$ cat src/rtl/pc_gen_if.sv
// Bus between the decode/branch-resolve stage and the fetch PC generator.
// The master drives the resolved control flow; the slave returns the fetch PC and RAS status.
interface pc_gen_if #(
    parameter int unsigned WIDTH = 32
);
    logic             pc_wen;
    logic             branch;
    logic             bne;
    logic             zflag;
    logic [WIDTH-1:0] bmemaddr;
    logic [31:0]      bmemload;
    logic             jump;
    logic             jal;
    logic             jr;
    logic             jr_ra;
    logic [WIDTH-1:0] jaddr;
    logic [WIDTH-1:0] imemaddr;
    logic             redirect;
    logic             ras_hit;
    logic             ras_empty;
    logic             ras_full;

    modport master (
        output pc_wen, branch, bne, zflag, bmemaddr, bmemload,
        output jump, jal, jr, jr_ra, jaddr,
        input  imemaddr, redirect, ras_hit, ras_empty, ras_full
    );

    modport slave (
        input  pc_wen, branch, bne, zflag, bmemaddr, bmemload,
        input  jump, jal, jr, jr_ra, jaddr,
        output imemaddr, redirect, ras_hit, ras_empty, ras_full
    );
endinterface

$ cat src/rtl/pc_gen.sv
// Fetch PC generator: sequential advance, prioritised branch/jump/jr redirects and a
// circular return-address stack fed by jal and drained by jr $ra.
module pc_gen #(
    parameter int unsigned      WIDTH     = 32,
    parameter logic [WIDTH-1:0] PC_INIT   = '0,
    parameter int unsigned      RAS_DEPTH = 4
) (
    input  logic     clk,
    input  logic     rst,
    pc_gen_if.slave  bus
);
    localparam int unsigned PtrW = (RAS_DEPTH > 1) ? $clog2(RAS_DEPTH) : 1;
    localparam int unsigned CntW = PtrW + 1;

    logic [WIDTH-1:0] imemaddr_q, imemaddr_d;
    logic             redirect_q, redirect_d;
    logic             ras_hit_q, ras_hit_d;
    logic [PtrW-1:0]  ptr_q, ptr_d;
    logic [CntW-1:0]  cnt_q, cnt_d;
    logic [WIDTH-1:0] ras_q [RAS_DEPTH];

    logic             taken, push, pop, ras_empty, ras_full;
    logic [WIDTH-1:0] br_tgt, j_tgt, jr_tgt, ras_top, ret_addr;
    logic [PtrW-1:0]  top_idx;

    assign ras_empty = (cnt_q == '0);
    assign ras_full  = (cnt_q == CntW'(RAS_DEPTH));

    // ptr_q is the next free slot, so the top of stack sits one below it.
    assign top_idx  = ptr_q - PtrW'(1);
    assign ras_top  = ras_q[top_idx];
    assign ret_addr = bus.bmemaddr + WIDTH'(4);

    assign taken  = (bus.branch & bus.zflag) | (bus.bne & ~bus.zflag);
    assign br_tgt = ret_addr + ({{(WIDTH-16){bus.bmemload[15]}}, bus.bmemload[15:0]} << 2);
    assign j_tgt  = {bus.bmemaddr[WIDTH-1:28], bus.bmemload[25:0], 2'b00};
    assign jr_tgt = (bus.jr_ra && !ras_empty) ? ras_top : bus.jaddr;

    always_comb begin
        imemaddr_d = imemaddr_q;
        redirect_d = 1'b0;
        ras_hit_d  = 1'b0;
        push       = 1'b0;
        pop        = 1'b0;
        if (taken) begin
            imemaddr_d = br_tgt;
            redirect_d = 1'b1;
        end else if (bus.jump) begin
            imemaddr_d = j_tgt;
            redirect_d = 1'b1;
            push       = bus.jal;
        end else if (bus.jr) begin
            imemaddr_d = jr_tgt;
            redirect_d = 1'b1;
            if (bus.jr_ra && !ras_empty) begin
                pop       = 1'b1;
                ras_hit_d = (ras_top == bus.jaddr);
            end
        end else if (bus.pc_wen) begin
            imemaddr_d = imemaddr_q + WIDTH'(4);
        end
    end

    always_comb begin
        ptr_d = ptr_q;
        cnt_d = cnt_q;
        if (push) begin
            ptr_d = ptr_q + PtrW'(1);
            cnt_d = ras_full ? cnt_q : cnt_q + CntW'(1);
        end else if (pop) begin
            ptr_d = top_idx;
            cnt_d = cnt_q - CntW'(1);
        end
    end

    always_ff @(posedge clk) begin
        if (rst) begin
            imemaddr_q <= PC_INIT;
            redirect_q <= 1'b0;
            ras_hit_q  <= 1'b0;
            ptr_q      <= '0;
            cnt_q      <= '0;
        end else begin
            imemaddr_q <= imemaddr_d;
            redirect_q <= redirect_d;
            ras_hit_q  <= ras_hit_d;
            ptr_q      <= ptr_d;
            cnt_q      <= cnt_d;
        end
    end

    // Entries need no reset; a full push simply overwrites the oldest slot.
    always_ff @(posedge clk) begin
        if (!rst && push) begin
            ras_q[ptr_q] <= ret_addr;
        end
    end

    assign bus.imemaddr  = imemaddr_q;
    assign bus.redirect  = redirect_q;
    assign bus.ras_hit   = ras_hit_q;
    assign bus.ras_empty = ras_empty;
    assign bus.ras_full  = ras_full;
endmodule

$ cat src/flat_wrapper.sv
// flat-port wrapper written by rule: the top's interface ports become plain ports
module pc_gen_flat 
#(
    parameter int unsigned      WIDTH     = 32,
    parameter logic [WIDTH-1:0] PC_INIT   = '0,
    parameter int unsigned      RAS_DEPTH = 4
)
  (clk, rst, bus_pc_wen, bus_branch, bus_bne, bus_zflag, bus_bmemaddr, bus_bmemload, bus_jump, bus_jal, bus_jr, bus_jr_ra, bus_jaddr, bus_imemaddr, bus_redirect, bus_ras_hit, bus_ras_empty, bus_ras_full);
  pc_gen_if #(.WIDTH(WIDTH)) bus_i ();
  input  logic clk;
  input  logic rst;
  input wire logic [$bits(bus_i.pc_wen)-1:0] bus_pc_wen;
  input wire logic [$bits(bus_i.branch)-1:0] bus_branch;
  input wire logic [$bits(bus_i.bne)-1:0] bus_bne;
  input wire logic [$bits(bus_i.zflag)-1:0] bus_zflag;
  input wire logic [$bits(bus_i.bmemaddr)-1:0] bus_bmemaddr;
  input wire logic [$bits(bus_i.bmemload)-1:0] bus_bmemload;
  input wire logic [$bits(bus_i.jump)-1:0] bus_jump;
  input wire logic [$bits(bus_i.jal)-1:0] bus_jal;
  input wire logic [$bits(bus_i.jr)-1:0] bus_jr;
  input wire logic [$bits(bus_i.jr_ra)-1:0] bus_jr_ra;
  input wire logic [$bits(bus_i.jaddr)-1:0] bus_jaddr;
  output wire logic [$bits(bus_i.imemaddr)-1:0] bus_imemaddr;
  output wire logic [$bits(bus_i.redirect)-1:0] bus_redirect;
  output wire logic [$bits(bus_i.ras_hit)-1:0] bus_ras_hit;
  output wire logic [$bits(bus_i.ras_empty)-1:0] bus_ras_empty;
  output wire logic [$bits(bus_i.ras_full)-1:0] bus_ras_full;
  assign bus_i.pc_wen = bus_pc_wen;
  assign bus_i.branch = bus_branch;
  assign bus_i.bne = bus_bne;
  assign bus_i.zflag = bus_zflag;
  assign bus_i.bmemaddr = bus_bmemaddr;
  assign bus_i.bmemload = bus_bmemload;
  assign bus_i.jump = bus_jump;
  assign bus_i.jal = bus_jal;
  assign bus_i.jr = bus_jr;
  assign bus_i.jr_ra = bus_jr_ra;
  assign bus_i.jaddr = bus_jaddr;
  assign bus_imemaddr = bus_i.imemaddr;
  assign bus_redirect = bus_i.redirect;
  assign bus_ras_hit = bus_i.ras_hit;
  assign bus_ras_empty = bus_i.ras_empty;
  assign bus_ras_full = bus_i.ras_full;
  pc_gen #(.WIDTH(WIDTH), .PC_INIT(PC_INIT), .RAS_DEPTH(RAS_DEPTH)) u_core (.clk(clk), .rst(rst), .bus(bus_i));
endmodule
$ cat config.mk
export PLATFORM = sky130hd
export DESIGN_NAME = pc_gen_flat
export DESIGN_NICKNAME = d
export VERILOG_FILES = /design/src/rtl/pc_gen_if.sv /design/src/rtl/pc_gen.sv /design/src/flat_wrapper.sv
export SDC_FILE = /design/constraint.sdc
export NUM_CORES = 1
export LEC_CHECK = 0
export ABC_AREA = 1
export ABC_CLOCK_PERIOD_IN_PS = 3860
export CORE_MARGIN = 5
export CORE_UTILIZATION = 23
export DETAILED_ROUTE_END_ITERATION = 8
export MAX_ROUTING_LAYER = met4
export PLACE_DENSITY_LB_ADDON = 0.3
export SLEW_MARGIN = 0
export SYNTH_ARGS = -nofsm -noshare
export SYNTH_HDL_FRONTEND = slang
export SYNTH_SLANG_ARGS = --single-unit
$ cat constraint.sdc
create_clock -name clk -period 3.86 [get_ports clk]
set_clock_uncertainty 0.05 [all_clocks]
set_input_delay 0.386 -clock clk [delete_from_list [all_inputs] [get_ports clk]]
set_output_delay 0.386 -clock clk [all_outputs]
set_load 0.005 [all_outputs]
==> results.md, run 1 <==
- Counting every net in the synthesized netlist gives approximately 1,800.
- The startpoint-to-endpoint class of the critical path is primary input to flip-flop.
- The fraction of met3 tracks used by global routing is under 10%.
- In the synthesized netlist the dominant register cell turns out to be edfxtp_1.
- The relative area change from synthesis to final layout is 24.8%.
- The die covers around 56,000 sq um.
- In the post-synthesis netlist, the biggest area contributors are edfxtp_1 32%, nand2_1 17%, nand3_1 7.2%.
- The data arrival time of the critical path is 3.70 ns.
- The longest clock path from root to sink contains 2 buffers.
- The residual overflow from global routing is 0.
- The final antenna diode count is 0.
- After detailed routing, the number of remaining DRC violations is 0.
- Buffers added to address setup during post-CTS repair amount to 0.
- The number of vias per cell after detailed routing is ~4.6.
- The met2 routing resource usage after global routing is approximately 28%.
- TritonCTS built the clock tree.
- The met1 global-route usage is between 20% and 30%.
- At the worst endpoint, the required time is around 4.2 ns.
- The remaining antenna violation count after routing is 0.
- STA classifies the critical path startpoint as a primary input.
- The minimum setup slack among reg-to-reg paths is between 1 and 1.5 ns.
- Leaving out fill and tap cells, the most frequent cell in the layout is nand2_1.
- IR analysis of the VDD net gives a maximum drop of 0.000348 V.
- Clock tree synthesis found a total of 167 sinks.
- After clock tree synthesis, the flow added hold-fix buffers numbering 0.
- Of the cells placed in the final design, the portion with a size suffix greater than 1 is 7.68%.
- The count of max-cap constraint violations is 0.
- The flop and latch count out of synthesis is around 170.
- The region available for standard cell placement spans just over 50,000 sq um.
- From bottom edge to top edge, the die measures between 200 and 250 microns.
- The global-route wire length before repair is 68,400 microns.
- The launching point of the worst reg2reg path is u_core.ptr_q[1].
- Setup repair after global routing left no endpoint under its margin.
- The root buffer selected by CTS is clkbuf_16.
- The HPWL after detailed placement is between 30,000 and 40,000 microns.
- The final cell utilization of the core is between 20% and 30%.
- The delay of the slowest cell on the worst path is ~0.50 ns.
- The chip width is 237 microns.
- Leaving out fill and tap cells, the most frequent cells in the layout are 539 x nand2_1, 180 x inv_1, 170 x nand3_1, 154 x nor2_1, 135 x clkdlybuf4s50_1.
- The first detailed-routing pass ran for 5 iterations.
- The aggregate negative setup slack is 0 ns.
- The average wire per cell in the routed design is 18.4 microns.
- The worst register-to-register path has a depth of 11.
- The number of pins with negative max-slew slack in the final report is 0.
- Summed over all cells, the static leakage comes to ~6.2 nW.
- The total CTS buffers is 17.
- The signal on the critical path passes through clkdlybuf4s50_1 > ha_1 > nand2_2 > nor3_4 > nand2_2 > nor2_2 > nand3_2 > nor2_4 > nand3_2 > xor2_1 > inv_1 > ha_1 > nand2_1 > nor2_1 > and2_1 > nand3_1 > nand4_1 > nand3_1 > a21oi_1.
- Counting flops with an async set or reset pin after synthesis yields a share of 0%.
- Sequential cells were found to cover between 30% and 40% of the synthesized design area.
- The final non-filler cell area is approximately 15,000 sq um.
- The clock insertion delay at the later pin of the skew report is ~0.44 ns.
- The post-cts resize count is 0.
- The cell count after synthesis came out at between 1,500 and 2,000.
- After global routing, the most crowded layer is met2.
- After detailed placement, the total cell area comes to around 14,000 sq um.
- The post-route minimum period is 3.39 ns.
- The number of global-route vias before repair is around 11,000.
- The number of antenna violations at the first check in global routing came to 0.
- The worst setup path startpoint is bus_bmemaddr[3].
- Across all layers, the routed design uses roughly 12,000 vias.
- The total design power is 5.19 mW.
- The power density normalized to cell area is around 350 nW/um^2.
- For this run, the number of Yosys warnings is 0.
- The first routing iteration left slightly below 900 violations.
- The number of nets in the layout is 1,970.
- After clock tree synthesis, the clock-pin slew on the worst setup and hold paths is 0.08 ns.
- For the pin with the worst max-slew slack, the measured transition is 1.04 ns.
- The clock tree synthesis step divided the H-tree into 4 levels.
- Entering global routing, the biggest net connects 68 pins.
- The headroom to the max-slew limit is between 30% and 40%.
- The final critical-path share of the clock period is 87.7%.
- The worst-path maximum fanout is 5.
- The number of buffers and inverters on the critical path is 2.
- The leading area contributor after synthesis is edfxtp_1.
- 142 I/O pins were placed.
- After synthesis, the largest area contributor takes up roughly a third of total cell area.
- In this run, distinct cell masters in the synthesized netlist total 43.
- The run finished with clean final reports.
- The capture point of the worst reg-to-reg path is u_core.bus.imemaddr[18].
- The number of enable-type register cells in the synthesized netlist is 128.
- The highest achievable clock rate is between 0.2 and 0.3 GHz.
- The post-synthesis cell area is approximately 12,000 sq um.
- For hold timing, the worst endpoint is u_core.bus.imemaddr[1].
- The highest-delay cell along the critical path is clkdlybuf4s50_1.
- The worst hold path begins at u_core.bus.imemaddr[1].
- The final number of hold-violating endpoints came to 0.
- Once the floorplan was initialized, standard cells occupied a little under a quarter of the core.
- Setup violations remaining at the end of the flow were counted as 0.
- For this block, the routed nets add up to ~46,000 microns of wire.
- The final weighted congestion of routability-driven global placement is roughly 0.9.
- Each instance of the synthesized netlist takes up on average between 7 and 8 sq um.
- The total routing resource utilization after global routing is around 16%.
- The worst setup path is captured at a flip-flop.
- The floorplan has between 80 and 90 rows.
- The worst hold-check path type is flip-flop to flip-flop.
- The depth of the worst hold-timing path is 2.
- The count of buffers added on input and output ports is about 140.
- Grouping stages by cell kind, the critical path spends the most delay in simple AND/OR/NAND/NOR gates.
[cells in the mapped netlist, types with 6 or more instances]
library cell,number
inv_1,180
nand3_1,170
ha_1,38
clkbuf_1,15
o21ai_0,80
a21oi_1,96
edfxtp_1,128
inv_2,6
nor2_1,158
nor2_2,12
buf_2,22
nand4_1,12
nand2_2,9
nand2_1,539
nor2_4,7
nor3_1,12
xnor2_1,13
o21bai_1,6
buf_6,6
o21ai_1,8
dfxtp_1,39
o211ai_1,22
nand3b_1,7
xor2_1,38
buf_4,6
[through the flow]
stage               setup WS (ns)  hold slack (ns)  instances
floorplan                   0.965            0.405       1669
global placement           0.0190            0.428       2485
detailed placement        -0.0163            0.437       2485
CTS                         0.450            0.451       2517
global route                0.126            0.470       2517
finish                      0.473            0.450       2517
[worst register-to-register path, delay by kind of cell (launching register included)]
family,cells,cell delay [ns]
compound gates,3,0.99
buf+inv,3,0.55
simple gates,4,0.45
flops,1,0.40
fa+ha+maj,1,0.32
[registers in the layout, summed over array words and instances, names as in the netlist]
register	count
u_core.bus.imemaddr	32
u_core.bus.ras_hit	1
u_core.bus.redirect	1
u_core.cnt_q	3
u_core.ptr_q	2
u_core.ras_q	128
[cells by family (layout without fill, tap and decap cells)]
group | after synthesis | after routing | synth area share (%)
flops | 167 | 167 | 39.0
xor+xnor | 51 | 51 | 3.77
compound gates | 222 | 222 | 10.1
fa+ha+maj | 40 | 40 | 4.35
simple gates | 947 | 947 | 34.3
buf+inv | 242 | 410 | 8.49
[worst max-delay path by stage]
stage                                   end  slack (ns)  cells after the start
floorplan                u_core.ras_q[0][0]        0.96                      8
global placement    u_core.bus.imemaddr[14]        0.02                     18
detailed placement  u_core.bus.imemaddr[14]       -0.02                     18
CTS                 u_core.bus.imemaddr[14]        0.45                     18
global route        u_core.bus.imemaddr[29]        0.13                     20
finish              u_core.bus.imemaddr[25]        0.47                     19
[power breakdown]
part / leakage, nW / total (mW) / internal, mW / switching (mW)
Sequential: 1.48 / 2.06 / 1.99 / 0.0757
Combinational: 4.44 / 1.36 / 0.505 / 0.855
Clock: 0.298 / 1.76 / 0.933 / 0.829
Total: 6.22 / 5.19 / 3.43 / 1.76
[cell type report]
cell class,count,area [sq um]
clock buffers,17,425
repair buffers,190,1760
fillers,5575,36400
well taps,680,851
clock inverters,15,180
flip-flops and latches,167,4630
multi-input cells,1260,6230
inverters,188,708
[per-layer routing]
layer | vias up | share of wire, % | wire length [microns]
li1 | 5771 | - | -
met1 | 5435 | 42 | 19600
met2 | 329 | 49 | 22900
met3 | 68 | 4.6 | 2130
met4 | 0 | 3.6 | 1650
met5 | - | 0 | 0
No activity file was read; power rests on OpenSTA's default activity.
==> run 2, diff against run 1 <==
CORE_UTILIZATION = 57   (was 23)
==> run 2 against run 1 <==
Compared with the run above: via count grew 2.6%; sequential power is essentially flat; critical path depth grew 1; clock power is essentially flat; combinational power shrank 4%; largest cell class unchanged; first-iteration DRC count grew 65%; maximum frequency shrank 3.7%; sequential share of layout area grew 1.2 points; register-to-register slack gained 0.21 ns.
==> results.md, run 2 (synthesized netlist as in run 1, its figures left out) <==
- The placement row count is 52.
- The number of vias per cell after detailed routing is approximately 5.7.
- The area of the multi-input gates is between 6000 and 7000 sq um.
- For this block, the initial DRC count from the detailed router was between 1,000 and 1,500.
- After global routing the overflow that remains totals 0.
- The power density normalized to cell area is roughly 360 nW/um^2.
- The total routing resource utilization after global routing is around a third.
- The number of antenna violations at the first check in global routing was 0.
- After detailed routing, the total wire length is 39,100 microns.
- Once layout is complete, the utilization of the core stands at between 60% and 70%.
- For the pin with the worst max-slew slack, the measured transition is between 1 and 1.5 ns.
- Excluding fillers, the count of instances in the completed layout stands at around 2,100.
- The post-DP HPWL is 29,300 microns.
- The fraction of final layout cells sized beyond drive strength 1 is 7.28%.
- The boundary pin count is 142.
- The final number of hold-violating endpoints is 0.
- Post-CTS repair changed the size of 0 cells.
- The floorplan step set the die height to 154 microns.
- The pin count of the biggest net entering global routing is 68.
- After detailed placement, the total cell area comes to between 10,000 and 15,000 sq um.
- The leakage power summed over all cells is a little over 6 nW.
- Port buffering added between 100 and 150 buffers.
- The clock insertion delay at the later pin of the skew report is 0.44 ns.
- The largest individual stage delay along the critical path comes from the cell clkdlybuf4s50_1.
- Subtracting the final worst setup slack from the clock period gives roughly 3.5 ns.
- The number of nets in the layout is approximately 2,000.
- The total CTS buffers is 17.
- The count of endpoints failing setup in the final report is 0.
- The final non-filler cell area is 14,200 sq um.
- The number of global-route vias before repair is about 11,000.
- The quantity of hold-fixing buffers added after cts is 0.
- The remaining antenna violation count after routing is 0.
- The DRC violation count after routing is 0.
- The global-route wire length before repair is 60,000 microns.
- The delay of the slowest cell on the worst path is around 0.50 ns.
- The placed instance count is ~2,100.
- The level count of the clock H-tree is 4.
- The maximum ir drop on the vdd rail is approximately 0.00033 V.
- After layout, the worst path uses 91.1% of the clock period.
- Leaving out fill and tap cells, the most frequent cell in the layout is nand2_1.
- In the layout the commonest cells are 539 x nand2_1, 180 x inv_1, 170 x nand3_1, 154 x nor2_1, 135 x clkdlybuf4s50_1.
- The die is between 150 and 200 microns wide.
- Clock-pin slew was measured on the worst setup and hold paths at 0.07 ns.
- In this run the standard cell core region covers 20,400 sq um.
- The data required time at the worst endpoint is 4.17 ns.
- The congestion estimate from routability-driven global placement came to about 1.0.
- The kind of launch point of the worst setup path is a primary input.
- The worst hold-check path type is flip-flop to flip-flop.
- The flip-flop count of the largest register after layout is roughly 130.
- The longest clock path from root to sink contains 2 buffers.
- The average wire per cell in the routed design is 18.6 microns.
- STA classifies the critical path endpoint as a flip-flop.
- The initial standard-cell utilization of the core is between 50% and 60%.
- Measured against its own limit, the worst slew margin works out to slightly below 30%.
- The CTS tree is built.
- The tool flagged a number of max-cap violations equal to 0.
- The number of buffers inserted to repair setup after CTS is 0.
- Setup repair after global routing left no endpoint under its margin.
- Along the worst path, the maximum fanout reaches 6.
- The flow ran to the end, and the final reports show no timing, DRC or antenna violations.
- The most numerous cell type found on the critical path is nand2_1.
- The final antenna diode count is 0.
- Walking the worst path, the cells encountered are clkdlybuf4s50_1 > ha_1 > nand2_2 > nor3_4 > nand2_2 > nor2_2 > nand3_2 > nor2_4 > nand2_1 > xor2_1 > inv_1 > ha_1 > nand2_1 > nor2_1 > nand2_1 > nor2_1 > nand2_1 > nand4_1 > nand3_1 > a21oi_1.
- Ranked by flip-flop count, first place goes to u_core.ras_q.
- The highest achievable clock rate is between 0.2 and 0.3 GHz.
- The number of pins with negative max-slew slack in the final report was 0.
- CTS saw roughly 170 sinks.
- At the worst endpoint, the arrival time is roughly 3.8 ns.
- The layout has between 1,500 and 2,000 filler cells.
- The startpoint-to-endpoint class of the critical path is primary input to flip-flop.
- The root buffer selected by CTS is clkbuf_16.
- The relative area change from synthesis to final layout is 20.0%.
- The via total after detailed routing is roughly 12,000.
- The first TritonRoute pass finished after 5 iterations.
- The register cell area after layout is approximately 4600 sq um.
- The die covers around 24,000 sq um.
-- run 2: cell count changes in the layout (fill, tap and decap cells not counted), moves of 3 or more --
cell	before	now
buf_4	55	46
clkinv_8	2	7
clkinv_4	3	0
inv_8	7	2
inv_6	1	4
-- run 2: layer usage --
metal / routed length (microns) / share of wire [%] / GRT usage, % / vias to the layer above
li1: - / - / - / 5747
met1: 15700 / 40 / 44.3 / 5376
met2: 17400 / 45 / 51.0 / 668
met3: 3960 / 10 / 5.11 / 116
met4: 1950 / 5.0 / 14.5 / 0
met5: 0 / 0 / - / -
-- run 2: where the power goes --
group | internal (mW) | total, mW | switching [mW]
clock network | 0.887 | 1.76 | 0.871
logic | 0.494 | 1.30 | 0.809
registers | 1.99 | 2.06 | 0.0676
-- run 2: final timing paths --
| path | start | endpoint | slack, ns | cells past startpoint |
|---|---|---|---|---|
| worst min register to register | u_core.bus.imemaddr[0] | u_core.bus.imemaddr[0] | 0.45 | 2 |
| worst min-delay path | u_core.bus.imemaddr[0] | u_core.bus.imemaddr[0] | 0.45 | 2 |
| worst max-delay path | bus_bmemaddr[3] | u_core.bus.imemaddr[24] | 0.34 | 20 |
| worst max register to register | u_core.ptr_q[1] | u_core.bus.ras_hit | 1.27 | 11 |
-- run 2: layout make-up --
| cell class | count | share of cell area [%] |
|---|---|---|
| flip-flops and latches | 167 | 32.5 |
| clock buffers | 17 | 2.99 |
| repair buffers | 181 | 11.9 |
| inverters | 188 | 4.98 |
| multi-input cells | 1260 | 43.8 |
| clock inverters | 15 | 1.37 |
| well taps | 270 | 2.38 |
-- run 2: worst max-delay path: cells and delay by family --
| family | cells | cell delay [ns] |
|---|---|---|
| xor gates and xnor gates | 1 | 0.15 |
| adders and majority gates | 2 | 0.65 |
| and+or+nand+nor | 14 | 1.80 |
| buffers and inverters | 2 | 0.61 |
| AOI/OAI and AO/OA | 1 | 0.21 |
-- run 2: per-stage QoR --
stage	worst slack [ns]	setup TNS, ns	hold WS (ns)	total power [mW]
CTS	0.417	0	0.449	5.11
detailed placement	-0.0000271	-0.0000271	0.435	3.37
finish	0.343	0	0.448	5.12
global route	0.0511	0	0.479	5.34
floorplan	0.965	0	0.405	2.84
global placement	0.0816	0	0.425	3.34
